## src/rtl/uart_cmd_decoder.sv

```systemverilog
// -----------------------------------------------------------------------------
// uart_cmd_decoder
//   Parses ASCII commands arriving from UART_RX and drives a registered VGA
//   pattern select plus a one-byte reply toward UART_TX.
//     "P<d>\r" (d = '0'..'7') stages d as the pending pattern, replies 'K'.
//     "?\r"                   replies the ASCII digit of the applied pattern.
//     Anything malformed      replies 'E' and pulses o_Cmd_Err.
//   The staged pattern is only applied on a falling edge of i_VSync, so the
//   visible pattern never changes in the middle of a frame.
//
// Ports
//   i_Clk         pixel/UART clock
//   i_Rst_L       asynchronous active-low reset
//   i_RX_DV       one-cycle strobe, i_RX_Byte valid
//   i_RX_Byte     received byte
//   i_TX_Active   UART_TX busy shifting a byte
//   i_VSync       VGA vertical sync (active low); falling edge = frame boundary
//   o_Pattern_Sel applied pattern select
//   o_TX_DV       one-cycle strobe to UART_TX
//   o_TX_Byte     reply byte, held until the next reply
//   o_Cmd_Err     one-cycle pulse on a rejected, dropped or timed-out command
// -----------------------------------------------------------------------------
module uart_cmd_decoder #(
  parameter int g_Timeout_Clks = 43400
) (
  input  logic       i_Clk,
  input  logic       i_Rst_L,
  input  logic       i_RX_DV,
  input  logic [7:0] i_RX_Byte,
  input  logic       i_TX_Active,
  input  logic       i_VSync,
  output logic [2:0] o_Pattern_Sel,
  output logic       o_TX_DV,
  output logic [7:0] o_TX_Byte,
  output logic       o_Cmd_Err
);

  localparam int CW = $clog2(g_Timeout_Clks);
  localparam logic [CW-1:0] TMO_LAST = CW'(g_Timeout_Clks - 1);
  localparam logic [CW-1:0] CNT_ZERO = {CW{1'b0}};

  localparam logic [2:0] ST_IDLE       = 3'd0;
  localparam logic [2:0] ST_GOT_P      = 3'd1;
  localparam logic [2:0] ST_GOT_DIGIT  = 3'd2;
  localparam logic [2:0] ST_GOT_Q      = 3'd3;
  localparam logic [2:0] ST_REPLY_WAIT = 3'd4;

  localparam logic [7:0] ASCII_P  = 8'h50;
  localparam logic [7:0] ASCII_Q  = 8'h3F;
  localparam logic [7:0] ASCII_CR = 8'h0D;
  localparam logic [7:0] ASCII_LF = 8'h0A;
  localparam logic [7:0] ASCII_K  = 8'h4B;
  localparam logic [7:0] ASCII_E  = 8'h45;

  logic [2:0]    state_r, state_s;
  logic [2:0]    temp_r, temp_s;
  logic [2:0]    pending_r, pending_s;
  logic [7:0]    reply_r, reply_s;
  logic [CW-1:0] cnt_r, cnt_s;
  logic          err_s, tx_dv_s;
  logic [7:0]    tx_byte_s;
  logic          vsync_d_r;
  logic          is_digit_s, in_cmd_s, frame_edge_s;

  assign is_digit_s   = (i_RX_Byte >= 8'h30) && (i_RX_Byte <= 8'h37);
  assign in_cmd_s     = (state_r == ST_GOT_P) || (state_r == ST_GOT_DIGIT) ||
                        (state_r == ST_GOT_Q);
  assign frame_edge_s = vsync_d_r && !i_VSync;

  // Command parser next-state, reply selection and timeout counter.
  always_comb begin
    state_s   = state_r;
    temp_s    = temp_r;
    pending_s = pending_r;
    reply_s   = reply_r;
    cnt_s     = cnt_r;
    err_s     = 1'b0;
    tx_dv_s   = 1'b0;
    tx_byte_s = o_TX_Byte;

    case (state_r)
      ST_IDLE: begin
        cnt_s = CNT_ZERO;
        if (i_RX_DV) begin
          case (i_RX_Byte)
            ASCII_P:            state_s = ST_GOT_P;
            ASCII_Q:            state_s = ST_GOT_Q;
            ASCII_CR, ASCII_LF: state_s = ST_IDLE;
            default: begin
              state_s = ST_REPLY_WAIT;
              reply_s = ASCII_E;
              err_s   = 1'b1;
            end
          endcase
        end else begin
          state_s = ST_IDLE;
        end
      end

      ST_GOT_P: begin
        if (i_RX_DV && is_digit_s) begin
          temp_s  = i_RX_Byte[2:0];
          state_s = ST_GOT_DIGIT;
        end else if (i_RX_DV) begin
          state_s = ST_REPLY_WAIT;
          reply_s = ASCII_E;
          err_s   = 1'b1;
        end else begin
          state_s = ST_GOT_P;
        end
      end

      ST_GOT_DIGIT: begin
        if (i_RX_DV && (i_RX_Byte == ASCII_CR)) begin
          pending_s = temp_r;
          state_s   = ST_REPLY_WAIT;
          reply_s   = ASCII_K;
        end else if (i_RX_DV) begin
          state_s = ST_REPLY_WAIT;
          reply_s = ASCII_E;
          err_s   = 1'b1;
        end else begin
          state_s = ST_GOT_DIGIT;
        end
      end

      ST_GOT_Q: begin
        if (i_RX_DV && (i_RX_Byte == ASCII_CR)) begin
          // Query reports the applied select, never the staged one.
          state_s = ST_REPLY_WAIT;
          reply_s = {5'b00110, o_Pattern_Sel};
        end else if (i_RX_DV) begin
          state_s = ST_REPLY_WAIT;
          reply_s = ASCII_E;
          err_s   = 1'b1;
        end else begin
          state_s = ST_GOT_Q;
        end
      end

      ST_REPLY_WAIT: begin
        cnt_s = CNT_ZERO;
        // Bytes arriving while a reply is outstanding are dropped.
        if (i_RX_DV) begin
          err_s = 1'b1;
        end else begin
          err_s = 1'b0;
        end
        if (!i_TX_Active) begin
          tx_byte_s = reply_r;
          tx_dv_s   = 1'b1;
          state_s   = ST_IDLE;
        end else begin
          state_s = ST_REPLY_WAIT;
        end
      end

      default: begin
        state_s = ST_IDLE;
        cnt_s   = CNT_ZERO;
      end
    endcase

    // Inter-byte timeout: any accepted byte restarts the count; otherwise the
    // count advances until the limit aborts the command silently.
    if (in_cmd_s && i_RX_DV) begin
      cnt_s = CNT_ZERO;
    end else if (in_cmd_s && (cnt_r == TMO_LAST)) begin
      cnt_s   = CNT_ZERO;
      state_s = ST_IDLE;
      err_s   = 1'b1;
    end else if (in_cmd_s) begin
      cnt_s = cnt_r + {{(CW-1){1'b0}}, 1'b1};
    end else begin
      cnt_s = cnt_s;
    end
  end

  // Parser state and registered reply/error outputs.
  always_ff @(posedge i_Clk or negedge i_Rst_L) begin
    if (!i_Rst_L) begin
      state_r   <= ST_IDLE;
      temp_r    <= 3'd0;
      pending_r <= 3'd0;
      reply_r   <= 8'h00;
      cnt_r     <= CNT_ZERO;
      o_TX_DV   <= 1'b0;
      o_TX_Byte <= 8'h00;
      o_Cmd_Err <= 1'b0;
    end else begin
      state_r   <= state_s;
      temp_r    <= temp_s;
      pending_r <= pending_s;
      reply_r   <= reply_s;
      cnt_r     <= cnt_s;
      o_TX_DV   <= tx_dv_s;
      o_TX_Byte <= tx_byte_s;
      o_Cmd_Err <= err_s;
    end
  end

  // Frame-boundary apply: a staging CR in the edge cycle still sees the old
  // pending value here, so the new one waits for the following frame.
  always_ff @(posedge i_Clk or negedge i_Rst_L) begin
    if (!i_Rst_L) begin
      vsync_d_r     <= 1'b1;
      o_Pattern_Sel <= 3'd0;
    end else begin
      vsync_d_r <= i_VSync;
      if (frame_edge_s) begin
        o_Pattern_Sel <= pending_r;
      end else begin
        o_Pattern_Sel <= o_Pattern_Sel;
      end
    end
  end

endmodule

```

## config.mk

```make
export PLATFORM = sky130hd
export DESIGN_NAME = uart_cmd_decoder
export DESIGN_NICKNAME = d
export VERILOG_FILES = /design/src/rtl/uart_cmd_decoder.sv
export SDC_FILE = /design/constraint.sdc
export NUM_CORES = 1
export LEC_CHECK = 0
export ABC_CLOCK_PERIOD_IN_PS = 2400
export BUFFER_PORTS_ARGS = -buffer_cell sky130_fd_sc_hd__buf_4
export CAP_MARGIN = 0
export CORE_MARGIN = 10
export CORE_UTILIZATION = 55
export CTS_CLUSTER_DIAMETER = 30
export CTS_CLUSTER_SIZE = 25
export DETAILED_ROUTE_END_ITERATION = 10
export GPL_ROUTABILITY_DRIVEN = 0
export PLACE_DENSITY = 0.84
export SETUP_SLACK_MARGIN = 0.2
export SYNTH_ARGS = -nofsm -noshare
export SYNTH_HDL_FRONTEND = slang
export SYNTH_SLANG_ARGS = --single-unit
```

## constraint.sdc

```tcl
create_clock -name i_Clk -period 2.4 [get_ports i_Clk]
set_input_delay 0.24 -clock i_Clk [delete_from_list [all_inputs] [get_ports i_Clk]]
set_output_delay 0.24 -clock i_Clk [all_outputs]
set_load 0.03 [all_outputs]
```

==> results.txt, run 1 <==
status: finished, final reports clean
Reg clk slew, reported paths: 0.08 ns
worst setup path category: reg -> reg
vias: 1606
Synth area leaders: dfrtp_1 (52%), mux2_2 (8.2%), nor2_1 (5.6%)
R2R Path End: cnt_r[5]
post-synth top area share: 52.48%
drt initial violations: 230
CTS sink cnt: 47
Max Fanout on Critical Path: 16
multi-input logic area: 962.2 µm²
hold slack final: 0.06034 ns
Clock Skew: 0.005866 ns
GRT Total Usage: 12.19%
CTS Buf Count: 5
Post-DP Area: 0.002440 mm²
drt drc: 0
Vias/cell: 5.576
Rows: 22
Layout Cells excl Fill: 288
Setup crit end kind: flop
total of max-cap violations: 0
Avg Cell Area, Syn: 10.60 µm²
Unique masters post-synth: 45
dpl cells: 279
RSZ-0062 raised after global routing: false
Synth Flop Type: dfrtp_1
pre-CTS setup slack: 0.2517 ns
Seq cells post-synth: 47
cell area after layout: 0.002539 mm²
register area: 0.001177 mm²
worst setup margin: 0.3700 ns
vias in the first global route: 1494
DR pass1 iterations: 4
RR Startpoint: cnt_r[5]
Final Power: 1.371 mW
number of cells on the worst reg-to-reg path: 5
setup TNS: 0 ns
Max transition margin: 62.28%
Nets: 253
IO Port Bufs: 25
total gr overflow: 0
Critical Path RT: 2.57 ns
Bufs on Longest Clock Path: 2
Total Die Area: 0.006914 mm²
Final Hold Fails: 0
Clk Latency, worst-skew pair: 0.29 ns
hold path endpoint: vsync_d_r
Root Driver: clkbuf_8
Final Max Slew Viols: 0
wire per inst: 14.47 µm
number of synthesized flops with an enable pin: 0
pwr/cell area: 540.2 mW/mm²
largest net degree at the start of global routing: 48
Core Util, Final: 67.32%
Die Wd: 83.15 µm
first-pass GRT wire length: 7.086 mm
# IOs: 26
sequential area share after synthesis: 53.68%
post-CTS sizing: 0
final worst path period need: 2.030 ns
Post-DRT Antenna Nets: 0
Max Fclk: 0.4926 GHz
Post-Route WL: 4.168 mm
share of cells above drive strength 1: 25.83%
hold_sp: i_VSync
hold path cells: 1
CTS tree: built
synth warn: 0
die height: 83.15 µm
Startpoint Class: flop
Final period util: 84.58%
flop-to-flop setup slack: 0.37 ns
VDD IR max: 324.4 µV
Syn Inst Count: 207
Worst EP arrival: 2.20 ns
post-DP HPWL: 3.110 mm
asr flop ratio synth: 100.0%
LEAKAGE: 1.118 nW
worst slew pin tran: 0.5658 ns
fill cell total of the finished layout: 283
core footprint: 0.003771 mm²
CTS Hold Buffers Added: 1
Yosys top cell by area: dfrtp_1
Mapped Area: 0.002193 mm²
initial core utilization: 58.16%
worst hold-check path type: in -> reg
initial antenna violation count: 0
syn nets: 221
setup bufs post-CTS: 0
Area Overhead vs Synth: 15.74%
H-tree levels: 2
Setup-failing EPs final: 0
ant diodes: 0
state kept, by name, summed over array words and instances, names as in the netlist:
register       flops
pending_r          3
vsync_d_r          1
o_Cmd_Err          1
temp_r             3
o_TX_Byte          8
o_TX_DV            1
reply_r            8
state_r            3
o_Pattern_Sel      3
cnt_r             16
how the worst max path moves through the flow:
stage	to	slack, ns	from
after floorplan	cnt_r[10]	0.55	cnt_r[5]
after global placement	pending_r[2]	0.33	i_RX_Byte[1]
after detailed placement	pending_r[0]	0.25	i_RX_Byte[1]
after CTS	cnt_r[5]	0.39	cnt_r[5]
after global routing	cnt_r[14]	0.26	cnt_r[5]
final	cnt_r[5]	0.37	cnt_r[5]
area by class of cell:
type / instances / share of cell area, %
clock buffers: 5 / 2.711
clock inverters: 3 / 0.7886
inverters: 6 / 0.8871
multi-input cells: 149 / 37.90
flip-flops and latches: 47 / 46.38
well taps: 48 / 2.366
repair buffers: 30 / 8.970
synthesized netlist by cell type, types with 2 or more instances:
cell / n
dfrtp_1: 46
mux2_2: 16
or4_1: 3
clkbuf_1: 2
nor2_1: 33
xnor2_1: 7
o22ai_1: 2
nor4_1: 3
xor2_1: 7
nand3_1: 9
nor3_1: 2
and2_1: 2
a31o_2: 3
nand2b_1: 3
o21ai_0: 8
a21oi_1: 5
nand2_1: 16
inv_1: 6
nand4_1: 7
or4b_1: 2
critical path: stages (launching register included):
cell and delay (ns):
dfrtp_1 0.43, nor4bb_1 0.31, nand4_1 0.13, or4_1 0.61
nand3b_2 0.31, nor2_1 0.10
metal layers:
metal | share of wire, % | up-vias | track usage [%]
li1 | - | 790 | -
met1 | 48 | 765 | 15.81
met2 | 44 | 46 | 18.09
met3 | 6.1 | 5 | 4.199
met4 | 1.5 | 0 | 4.769
met5 | 0 | - | 0
where the power goes:
part	switching (mW)	internal, mW
combinational	0.0650	0.0425
sequential	0.00795	0.801
clock	0.253	0.202
total	0.326	1.05
cell families after synthesis:
family	count (synthesis)	synth area share [%]
simple gates	90	20.94
flops	47	53.68
compound gates	27	8.101
mux	17	8.671
xor+xnor	14	5.591
buf+inv	11	2.453
fa+ha+maj	1	0.5704
placed cells by master, fill, tap and decap left out, types with 5 or more instances in the layout:
master	instances
o21ai_0	8
mux2_2	16
xor2_1	7
nand4_1	7
a21oi_1	5
buf_4	29
dfrtp_1	46
nor2_1	33
inv_1	6
nand2_1	16
nand3_1	9
clkbuf_8	5
xnor2_1	7
(Power assumes the default switching activity.)
==> run 2, diff against run 1 <==
Settings changed: ABC_CLOCK_PERIOD_IN_PS 2400 to 1650, CORE_UTILIZATION 55 to 51, PLACE_DENSITY 0.84 to 0.82.
Clock period 2.4 ns to 1.65 ns, I/O delays scaled along.
==> run 2 against run 1 <==
Compared with the run above: the run now ends with setup timing left; die area is 5.9% higher; register-to-register slack got worse by 0.47 ns; worst setup slack worse by 0.47 ns.
==> results.txt, run 2 (synthesis results as in run 1) <==
status: finished with violations
failing checks: setup timing
Buffers & Inverters on Critical Path: 0 (unchanged)
VDD IR max: 528.6 µV (+63%)
IO Port Bufs: 25 (unchanged)
Final period util: 106.3% (+22 points)
Root Driver: clkbuf_8
Reg clk slew, reported paths: 0.08 ns (about the same)
max reg flops: 16 (unchanged)
Final Hold Fails: 0 (unchanged)
H-tree levels: 2 (unchanged)
GRT Total Usage: 15.51% (+3.3 points)
cell area after layout: 0.003054 mm² (+20%)
total of max-cap violations: 0 (unchanged)
Vias/cell: 5.631 (+0.99%)
Post-DRT Antenna Nets: 0 (unchanged)
vias in the first global route: 1920 (+29%)
die height: 85.58 µm (+2.9%)
# IOs: 26 (unchanged)
NetSw: 0.4878 mW (+50%)
setup TNS: -1.570 ns (-1.570 ns)
Post-DP Area: 0.002759 mm² (+13%)
Die Wd: 85.58 µm (+2.9%)
Critical Path RT: 1.84 ns (-0.73 ns)
final worst path period need: 1.753 ns (-0.2766 ns)
sequential share of power: 57.7% (-1.3 points)
share of cells above drive strength 1: 43.06% (+17 points)
Final Power: 2.041 mW (+49%)
drt initial violations: 142 (-38%)
Clk Latency, worst-skew pair: 0.30 ns (about the same)
CTS sink cnt: 47 (unchanged)
largest registers: cnt_r x16, o_TX_Byte x8, reply_r x8
CTS Buf Count: 5 (unchanged)
LEAKAGE: 1.363 nW (+22%)
Clock Skew: 0.009365 ns (+0.003499 ns)
ant diodes: 0 (unchanged)
Startpoint Class: flop
Nets: 294 (+16%)
wire per inst: 16.78 µm (+16%)
fill cell total of the finished layout: 282 (-0.35%)
vias: 1864 (+16%)
Cell Chain, Critical Path: nor4bb_2 -> nand4_1 -> or4_4 -> and3_4 -> a31o_4
Final Max Slew Viols: 0 (unchanged)
worst hold-check path type: in -> reg
Max transition margin: 60.96% (-1.3 points)
Rows: 23 (+4.5%)
largest net degree at the start of global routing: 48 (unchanged)
initial antenna violation count: 0 (unchanged)
Total Die Area: 0.007324 mm² (+5.9%)
Max Fanout on Critical Path: 4 (-12)
Slowest cell on crit path: or4_4
core footprint: 0.004086 mm² (+8.4%)
Pint: 1.553 mW (+49%)
combinational share of power: 10.5% (+2.7 points)
commonest non-fill, non-tap cells in the layout: buf_4 (61), dfrtp_1 (46), nor2_1 (30)
total gr overflow: 0 (unchanged)
Biggest register: cnt_r
Setup crit end kind: flop
CP top delay family: simple AND/OR/NAND/NOR gates
post-DP HPWL: 3.624 mm (+17%)
drt drc: 0 (unchanged)
RSZ-0062 raised after global routing: true
flop-to-flop setup slack: -0.10 ns (-0.47 ns)
Bufs on Longest Clock Path: 2 (unchanged)
clock share of power: 31.8% (-1.4 points)
worst slew pin tran: 0.5856 ns (+0.01976 ns)
Max Fclk: 0.5703 GHz (+16%)
worst setup margin: -0.1034 ns (-0.4734 ns)
CP max stage delay: 0.45 ns (-0.16 ns)
Area Overhead vs Synth: 39.25%
most common cell after layout, fill and taps aside: buf_4
Setup-failing EPs final: 30 (+30)
CTS tree: built
pwr/cell area: 668.2 mW/mm² (+24%)
first-pass GRT wire length: 9.342 mm (+32%)
Post-Route WL: 5.555 mm (+33%)
Worst EP arrival: 1.95 ns (-0.25 ns)
Sw Share: 23.90% (+0.15 points)
worst setup path category: reg -> reg
DR pass1 iterations: 4 (unchanged)
initial core utilization: 53.67% (-4.5 points)
## run 2: cell types whose count changed in the layout (fill, tap and decap cells not counted), sizes merged
| cell | previous run | this run |
|---|---|---|
| buf | 29 | 68 |
| clkbuf | 5 | 8 |
| clkinvlp | 2 | 0 |
| clkinv | 1 | 0 |
| dlygate4sd3 | 1 | 2 |
| nor2 | 33 | 34 |
## run 2: final cells by class
| class | count | area, µm² | area share (%) |
|---|---|---|---|
| Multi-Input combinational cell | 150 | 1155 | 37.81 |
| Sequential cell | 47 | 1177 | 38.55 |
| Tap cell | 50 | 62.56 | 2.048 |
| Inverter | 6 | 22.52 | 0.7374 |
| Clock buffer | 8 | 80.08 | 2.622 |
| Timing Repair Buffer | 70 | 556.8 | 18.23 |
## run 2: power groups by stage
stage	clock network [mW]	registers, mW	logic, mW
2_1_floorplan	0	1.21	0.0615
3_3_place_gp	0	1.20	0.176
3_5_place_dp	0	1.20	0.182
4_1_cts	0.668	1.18	0.202
5_1_grt	0.717	1.18	0.230
6_report	0.650	1.18	0.214
## run 2: metal layers
metal	track usage, %	part of all wire, %	up-vias
li1	-	-	877
met1	18.70	43	909
met2	24.86	49	64
met3	4.163	6.2	14
met4	7.784	2.3	0
met5	0	0	-
## run 2: timing repair
| action | CTS | global route |
|---|---|---|
| hold buffers | 2 | 0 |
| gates resized for setup | 26 | 6 |
| buffers inserted | 6 | 2 |
| cloned | 1 | 0 |
| pin swaps | 9 | 5 |
| endpoints found under the setup margin | 42 | 42 |
| endpoints found under the hold margin | 47 | 0 |
## run 2: per-stage QoR
step | instances | hold slack [ns] | utilization [%] | setup WS, ns
floorplan | 207 | -0.1306 | - | -0.07350
global placement | 312 | 0.2033 | 67.51 | -0.2318
detailed placement | 312 | 0.2082 | 67.51 | -0.2923
CTS | 329 | 0.07993 | 73.70 | -0.1242
global route | 331 | 0.08117 | 74.74 | -0.1702
finish | 331 | 0.08756 | 74.74 | -0.1034
## run 2: worst paths after layout
path | startpoint | end | cells past startpoint
min | i_TX_Active | o_TX_DV | 2
max | cnt_r[14] | state_r[0] | 5
max in group asynchronous | i_Rst_L | o_TX_Byte[7] | 2
min in group asynchronous | i_Rst_L | temp_r[0] | 2
max reg2reg | cnt_r[14] | state_r[0] | 5
min reg2reg | cnt_r[0] | cnt_r[0] | 1
